`config.mk`:
```
export PLATFORM = sky130hd
export DESIGN_NAME = ballot_collector
export DESIGN_NICKNAME = d
export VERILOG_FILES = /design/src/rtl/ballot_collector.sv
export SDC_FILE = /design/constraint.sdc
export NUM_CORES = 1
export LEC_CHECK = 0
export ABC_AREA = 1
export ABC_CLOCK_PERIOD_IN_PS = 2770
export BUFFER_PORTS_ARGS = -buffer_cell sky130_fd_sc_hd__buf_4
export CORE_ASPECT_RATIO = 1.75
export CORE_MARGIN = 10
export CORE_UTILIZATION = 40
export CTS_CLUSTER_DIAMETER = 40
export DETAILED_ROUTE_END_ITERATION = 7
export PLACE_DENSITY = 0.59
export SYNTH_ARGS = -nofsm -noshare
export SYNTH_HDL_FRONTEND = slang
export SYNTH_SLANG_ARGS = --single-unit
export TNS_END_PERCENT = 20
```
`constraint.sdc`:
```
create_clock -name clk -period 2.77 [get_ports clk]
set_input_delay 0.554 -clock clk [delete_from_list [all_inputs] [get_ports clk]]
set_output_delay 0.554 -clock clk [all_outputs]
set_load 0.02 [all_outputs]
```
`src/rtl/ballot_collector.sv`:
```
// Vote collector: assembles N_VOTERS single-bit votes into a frame held until acked.
// Optional even-parity trailer bit when BALLOT_PARITY_EN is defined.
module ballot_collector #(
  parameter int N_VOTERS = 7,
  parameter int TIMEOUT  = 15
) (
  input  logic                clk,
  input  logic                rst,
  input  logic                vote_valid,
  input  logic                vote_bit,
  output logic                vote_ready,
  input  logic                frame_ack,
  output logic [N_VOTERS-1:0] x,
  output logic                x_valid,
  output logic [2:0]          vote_idx,
  output logic                timeout_err,
  output logic                parity_err
);

  localparam int SW = (TIMEOUT < 2) ? 1 : $clog2(TIMEOUT);

  typedef enum logic [1:0] {
    IDLE,
    COLLECT,
    HOLD
`ifdef BALLOT_PARITY_EN
    , PARITY
`endif
  } state_t;

  state_t              state_q;
  logic [N_VOTERS-1:0] sr_q, sr_shift, vb_msb;
  logic [N_VOTERS-1:0] x_q;
  logic                x_valid_q;
  logic [2:0]          vote_idx_q;
  logic [SW-1:0]       stall_q;
  logic                timeout_err_q;
  logic                accept, last, in_frame;

  assign vote_ready  = (state_q != HOLD);
  assign accept      = vote_valid & vote_ready;
  assign last        = (vote_idx_q == 3'(N_VOTERS - 1));
  assign x           = x_q;
  assign x_valid     = x_valid_q;
  assign vote_idx    = vote_idx_q;
  assign timeout_err = timeout_err_q;

  // Votes enter at the MSB and shift down, so after N shifts vote 0 sits at bit 0.
  always_comb begin
    vb_msb = '0;
    vb_msb[N_VOTERS-1] = vote_bit;
    sr_shift = (sr_q >> 1) | vb_msb;
  end

  always_comb begin
    in_frame = (state_q == COLLECT);
`ifdef BALLOT_PARITY_EN
    if (state_q == PARITY) in_frame = 1'b1;
`endif
  end

`ifdef BALLOT_PARITY_EN
  logic parity_err_q;
  assign parity_err = parity_err_q;
`else
  assign parity_err = 1'b0;
`endif

  always_ff @(posedge clk or posedge rst) begin
    if (rst) begin
      state_q       <= IDLE;
      sr_q          <= '0;
      x_q           <= '0;
      x_valid_q     <= 1'b0;
      vote_idx_q    <= '0;
      stall_q       <= '0;
      timeout_err_q <= 1'b0;
`ifdef BALLOT_PARITY_EN
      parity_err_q  <= 1'b0;
`endif
    end else begin
      timeout_err_q <= 1'b0;
`ifdef BALLOT_PARITY_EN
      parity_err_q  <= 1'b0;
`endif
      if (in_frame && !accept) begin
        if (stall_q == SW'(TIMEOUT - 1)) begin
          state_q       <= IDLE;
          vote_idx_q    <= '0;
          stall_q       <= '0;
          timeout_err_q <= 1'b1;
        end else begin
          stall_q <= stall_q + SW'(1);
        end
      end else begin
        case (state_q)
          IDLE, COLLECT: begin
            if (accept) begin
              sr_q    <= sr_shift;
              stall_q <= '0;
              if (last) begin
`ifdef BALLOT_PARITY_EN
                vote_idx_q <= 3'(N_VOTERS);
                state_q    <= PARITY;
`else
                x_q        <= sr_shift;
                x_valid_q  <= 1'b1;
                vote_idx_q <= '0;
                state_q    <= HOLD;
`endif
              end else begin
                vote_idx_q <= vote_idx_q + 3'd1;
                state_q    <= COLLECT;
              end
            end
          end
`ifdef BALLOT_PARITY_EN
          PARITY: begin
            // Only reached with accept set; stalls are handled above.
            stall_q    <= '0;
            vote_idx_q <= '0;
            if (!(^sr_q ^ vote_bit)) begin
              x_q       <= sr_q;
              x_valid_q <= 1'b1;
              state_q   <= HOLD;
            end else begin
              parity_err_q <= 1'b1;
              state_q      <= IDLE;
            end
          end
`endif
          HOLD: begin
            if (frame_ack) begin
              x_valid_q <= 1'b0;
              state_q   <= IDLE;
            end
          end
          default: state_q <= IDLE;
        endcase
      end
    end
  end

endmodule

```
==> reports/results.txt, run 1 <==
Avg Cell Area, Syn: 8.57 um^2
Via density: 4.82
drt total wl: 2190 um
area grow syn2layout: 17.2%
ANT nets after route: 0
area of the multi-input gates: 434 um^2
Worst Path Class, Setup: register to output port
Die ar.: 5410 um^2
crit path launch: state_q[0]
Die H: 90.1 um
crit-path cells: inv_1, nand2_1, buf_4
Initial Util: 41.7%
Reg power frac: 44.9%
IO Count: 19
critical path data arrival time: 1000 ps
clk slew on worst S/H paths: 80 ps
Final #Nets: 157
total grt overflow: 0
Remaining DRCs: 0
Worst Reg-to-Reg Cells: 6
clk_lat worst skew: 260 ps
final setup TNS: 0 ps
Setup Fix Bufs, Post-CTS: 0
delay of the slowest critical-path stage: 390 ps
period utilization: 56.3%
drt first pass iters: 4
storage element area: 601 um^2
Seq cells post-synth: 24
RSZ-0062 raised after global routing: false
Post-CTS Hold Fix Bufs: 0
WL/cell: 12.4 um
Clock power frac: 18.9%
Leakage: 0.706 nW
total track usage: 8.48%
Mapped Nets: 138
top achievable clock speed: 642 MHz
Synth Warn #: 0
Max-cap violations: 0
CTS root buf: clkbuf_8
Die Wd: 60.0 um
fraction of layout cells with a size suffix above 1: 21.5%
dpl ws: 1160 ps
Critical Path Slowest Stage Cell: dfrtp_1
Hold Path Class: input pin to asynchronous set/reset pin
outcome: finished, final reports clean
PwrDens: 942 nW/um^2
Worst Tran Pin Value: 900 ps
max-slew violations: 0
final hold vios: 0
Critical Path Stages: 3
distinct cell type count after synthesis: 22
TritonCTS buffer count: 3
max_slew headroom: 39.9%
pin count of the biggest net entering global routing: 25
final setup fails: 0
port bufs: 17
Worst EP required: 2220 ps
sw frac: 38.6%
Via Count: 849
reg2reg end: vote_idx[0]
number of core rows: 25
P_sw: 0.000479 W
fin worst setup slack: 1210 ps
Worst Path Buf+Inv: 2
critical path fanouts, max: 4
Peak VDD IR: 0.387 mV
top cell family by delay on the critical path: flip-flops
CP Capture Type: output port
sequential share of the synthesized area: 53.5%
reg-to-reg startpoint: stall_q[0]
initial antenna violation count: 0
CTS resizes: 0
CTS Buffer Depth: 2
worst setup path end: vote_ready
Post-Syn Area: 1120 um^2
fillcell total: 272
core area: 2690 um^2
Clock Skews: 3.60 ps
H-tree Lvls: 1
R2R Setup Slk: 1390 ps
Iter 0 DRT Violations: 8
clock sink count: 24
gpl congestion: 0.769
Mapped Cells: 131
CTS tree: built
n_diodes: 0
first-pass GRT wire length: 3710 um
Gate power share: 36.2%
min cycle time layout: 1560 ps
startpoint types: register
dpl hpwl: 1720 um
vias in the first global route: 850
Pint: 0.000761 W
kinds of logic (layout without fill, tap and decap cells):
group	count (synthesis)	in the layout	share of synthesized area, %
AND/OR/NAND/NOR	65	65	26.2
flip-flops	24	24	53.5
AO/OA/AOI/OAI	19	19	9.92
buffers and inverters	20	38	7.80
adder cells (fa/ha/maj)	2	2	2.23
other	1	1	0.334
layout by cell type, fill, tap and decap left out:
master     n
nand2_1   41
ha_1       2
buf_4     17
or2_2      1
o21ai_0   11
nor2_2     1
nand2_2    2
inv_1     17
a21oi_1    2
o22ai_1    1
o21ai_1    1
nand2_4    1
nor2_4     1
dfrtp_1   24
clkbuf_8   4
nand3_2    1
nor2_1     3
o21ai_2    4
nand4_1    1
nand3_1   13
conb_1     1
power groups by stage:
stage	Sequential (W)	Combinational [W]	Clock [W]
final	0.000557	0.000449	0.000234
after global routing	0.000577	0.000510	0.000251
after CTS	0.000559	0.000462	0.000242
after detailed placement	0.000566	0.000461	0
after global placement	0.000561	0.000450	0
after floorplan	0.000626	0.000218	0
Yosys cell counts (all sizes together):
library cell,number,area (um^2)
or2,1,6.26
nand4,1,6.26
nand2,44,178
inv,17,63.8
a21oi,2,10.0
dfrtp,24,601
o21ai,16,95.1
nand3,14,75.1
buf,3,23.8
conb,1,3.75
o22ai,1,6.26
nor2,5,28.8
ha,2,25.0
stage by stage:
step / util [%] / instances / area [um^2] / total power (W) / hold slack, ps
after floorplan: - / 131 / 1120 / 0.000844 / 453
after global placement: 46.8 / 172 / 1260 / 0.00101 / 469
after detailed placement: 46.8 / 172 / 1260 / 0.00103 / 466
after CTS: 48.9 / 176 / 1320 / 0.00126 / 484
after global routing: 48.9 / 176 / 1320 / 0.00134 / 520
final: 48.9 / 176 / 1320 / 0.00124 / 478
registers in the layout (all words and copies together), names as in the netlist:
register,flops
sr_q,6
stall_q,4
state_q,2
timeout_err,1
vote_idx,3
x,7
x_valid,1
how the worst min path moves through the flow:
| stage | to | slack [ps] | startpoint |
|---|---|---|---|
| floorplan | sr_q[2] | 450 | sr_q[3] |
| global placement | sr_q[1] | 470 | sr_q[1] |
| detailed placement | x_valid | 470 | x_valid |
| CTS | x_valid | 480 | x_valid |
| global route | x_valid | 520 | x_valid |
| finish | x[2] | 480 | rst |
metal layers:
| metal | share of wire (%) | routed length [um] | vias up | GRT usage, % |
|---|---|---|---|---|
| li1 | - | - | 446 | - |
| met1 | 41 | 905 | 383 | 8.76 |
| met3 | 5.7 | 125 | 5 | 2.68 |
| met2 | 51 | 1110 | 15 | 14.2 |
| met5 | 0 | 0 | - | 0 |
| met4 | 2.3 | 50 | 0 | 4.51 |
layout make-up:
class                   count  area share [%]
clock buffers               4            4.19
repair buffers             17            9.71
flip-flops and latches     24            45.7
well taps                  27            2.57
multi-input cells          87            33.0
inverters                  17            4.85
Note: power is estimated with default switching activity, not from simulation.
==> run 2: changes to the inputs <==
--- a/config.mk
+++ b/config.mk
@@ -6,14 +6,14 @@
 export NUM_CORES = 1
 export LEC_CHECK = 0
 export ABC_AREA = 1
-export ABC_CLOCK_PERIOD_IN_PS = 2770
+export ABC_CLOCK_PERIOD_IN_PS = 1420
 export BUFFER_PORTS_ARGS = -buffer_cell sky130_fd_sc_hd__buf_4
 export CORE_ASPECT_RATIO = 1.75
 export CORE_MARGIN = 10
 export CORE_UTILIZATION = 40
 export CTS_CLUSTER_DIAMETER = 40
 export DETAILED_ROUTE_END_ITERATION = 7
-export PLACE_DENSITY = 0.59
+export PLACE_DENSITY = 0.61
 export SYNTH_ARGS = -nofsm -noshare
 export SYNTH_HDL_FRONTEND = slang
 export SYNTH_SLANG_ARGS = --single-unit
==> constraint.sdc (replaced) <==
create_clock -name clk -period 1.42 [get_ports clk]
set_input_delay 0.284 -clock clk [delete_from_list [all_inputs] [get_ports clk]]
set_output_delay 0.284 -clock clk [all_outputs]
set_load 0.02 [all_outputs]
==> run 2 against run 1 <==
Against the previous run:
- count of clock-buffer cells in the layout unchanged
- combinational power increased by 110%
- sequential cell count unchanged
- worst hold slack got worse by 430 ps
- global-route usage increased by 0.98 points
- clock skew decreased by 1.1 ps
- wire length increased by 3.9%
- non-clock buffer count increased by 3
- sequential share of layout area decreased by 1.3 points
- final cell count increased by 1.7%
- largest power group unchanged
==> reports/results.txt, run 2 (same netlist as run 1, synthesis figures left out) <==
Hold Path Class: input pin to asynchronous set/reset pin
H-tree Lvls: 1 (unchanged)
DP Area: 1280 um^2 (+1.8%)
Max-cap violations: 0 (unchanged)
Initial Util: 41.7% (unchanged)
Via Count: 869 (+2.4%)
R2R Setup Slk: 150 ps (-1240 ps)
drt first pass iters: 2 (-2)
critical path data arrival time: 1000 ps (about the same)
critical path fanouts, max: 4 (unchanged)
PwrDens: 1820 nW/um^2 (+93%)
dpl hpwl: 1840 um (+6.6%)
Final Instance Area: 1350 um^2 (+2.9%)
RSZ-0062 raised after global routing: false
max-slew violations: 0 (unchanged)
clock sink count: 24 (unchanged)
port bufs: 17 (unchanged)
max reg flops: 7 (unchanged)
vias in the first global route: 955 (+12%)
Clock Skews: 2.49 ps (-1.11 ps)
Final #Nets: 160 (+1.9%)
initial antenna violation count: 0 (unchanged)
CTS root buf: clkbuf_8
Remaining DRCs: 0 (unchanged)
TritonCTS buffer count: 3 (unchanged)
Die ar.: 5410 um^2 (unchanged)
final hold vios: 0 (unchanged)
WL/cell: 12.7 um (+2.1%)
top achievable clock speed: 778 MHz
area grow syn2layout: 20.5%
Post-Route M1 WL: 941 um (+4.0%)
DR top layer: met4
Worst Path Class, Setup: register to output port
Worst EP required: 1140 ps (-1080 ps)
WL met2: 1230 um (+11%)
ANT nets after route: 0 (unchanged)
CTS Buffer Depth: 2 (unchanged)
Peak VDD IR: 0.960 mV (+150%)
CTS tree: built
gpl congestion: 0.844 (+9.7%)
final setup TNS: 0 ps (unchanged)
startpoint types: register
clk slew on worst S/H paths: 80 ps (about the same)
fin worst setup slack: 135 ps (-1080 ps)
met3 wire length: 85 um (-32%)
CP Capture Type: output port
core area: 2690 um^2 (unchanged)
outcome: finished, final reports clean
total grt overflow: 0 (unchanged)
Power, Total: 0.00246 W (+99%)
first-pass GRT wire length: 4170 um (+12%)
n_diodes: 0 (unchanged)
most frequent cells in the layout: nand2_1, dfrtp_1, buf_4
drt total wl: 2280 um (+3.9%)
Die Wd: 60.0 um (unchanged)
Iter 0 DRT Violations: 13 (+5)
IO Count: 19 (unchanged)
fraction of layout cells with a size suffix above 1: 24.3% (+2.9 points)
Leakage: 0.721 nW (+2.2%)
total track usage: 9.46% (+0.98 points)
Via density: 4.85 (+0.64%)
min cycle time layout: 1280 ps
final setup fails: 0 (unchanged)
pin count of the biggest net entering global routing: 25 (unchanged)
number of core rows: 25 (unchanged)
Post-CTS Hold Fix Bufs: 0 (unchanged)
dpl ws: 88.3 ps (-1080 ps)
period utilization: 90.5%
Die H: 90.1 um (unchanged)
commonest non-fill, non-tap cell in the layout: nand2_1
clk_lat worst skew: 260 ps (about the same)
run 2: cell types whose count changed in the layout (fill, tap and decap cells not counted):
cell     delta
buf_4       +3
nand2_1     -1
nand2_2     +1
nand3_1     -1
nand3_4     +1
run 2: stage by stage:
step	hold WS [ps]	std cells	util (%)
5_1_grt	94.1	179	50.3
2_1_floorplan	299	131	-
4_1_cts	64.2	179	49.7
3_5_place_dp	352	175	47.7
6_report	52.9	179	50.3
3_3_place_gp	352	175	47.7
run 2: worst max-delay path: stages, from the launching register on:
cell     delay, ps
dfrtp_1        380
inv_1          100
nand2_1         90
buf_4          170
run 2: worst paths after layout:
check	startpoint	to	depth (start not counted)
max	state_q[0]	vote_ready	3
min in group clk	vote_bit	sr_q[6]	3
max reg2reg	stall_q[0]	vote_idx[1]	7
min reg2reg	x_valid	x_valid	2
max in group asynchronous	rst	x_valid	3
min	rst	stall_q[2]	3
run 2: final cells by class:
cell class	instances	area, um^2
clock buffers	4	55.1
multi-input cells	87	449
fillers	270	1340
well taps	27	33.8
repair buffers	20	150
flip-flops and latches	24	601
inverters	17	63.8
run 2: what timing repair did:
action                     4_1_cts  5_1_grt
setup buffers                    0        0
setup endpoints to repair        0        3
resized for setup                0        3
run 2: metal layers:
metal | GRT usage [%] | up-vias
li1 | - | 454
met1 | 10.5 | 400
met2 | 15.9 | 13
met3 | 2.11 | 2
met4 | 4.51 | 0
met5 | 0 | -
run 2: power breakdown:
part	switching (W)	leakage, nW	internal, W
logic	0.000568	0.376	0.000376
clock network	0.000206	0.0288	0.000247
registers	0.000177	0.317	0.000888
total	0.000951	0.721	0.00151
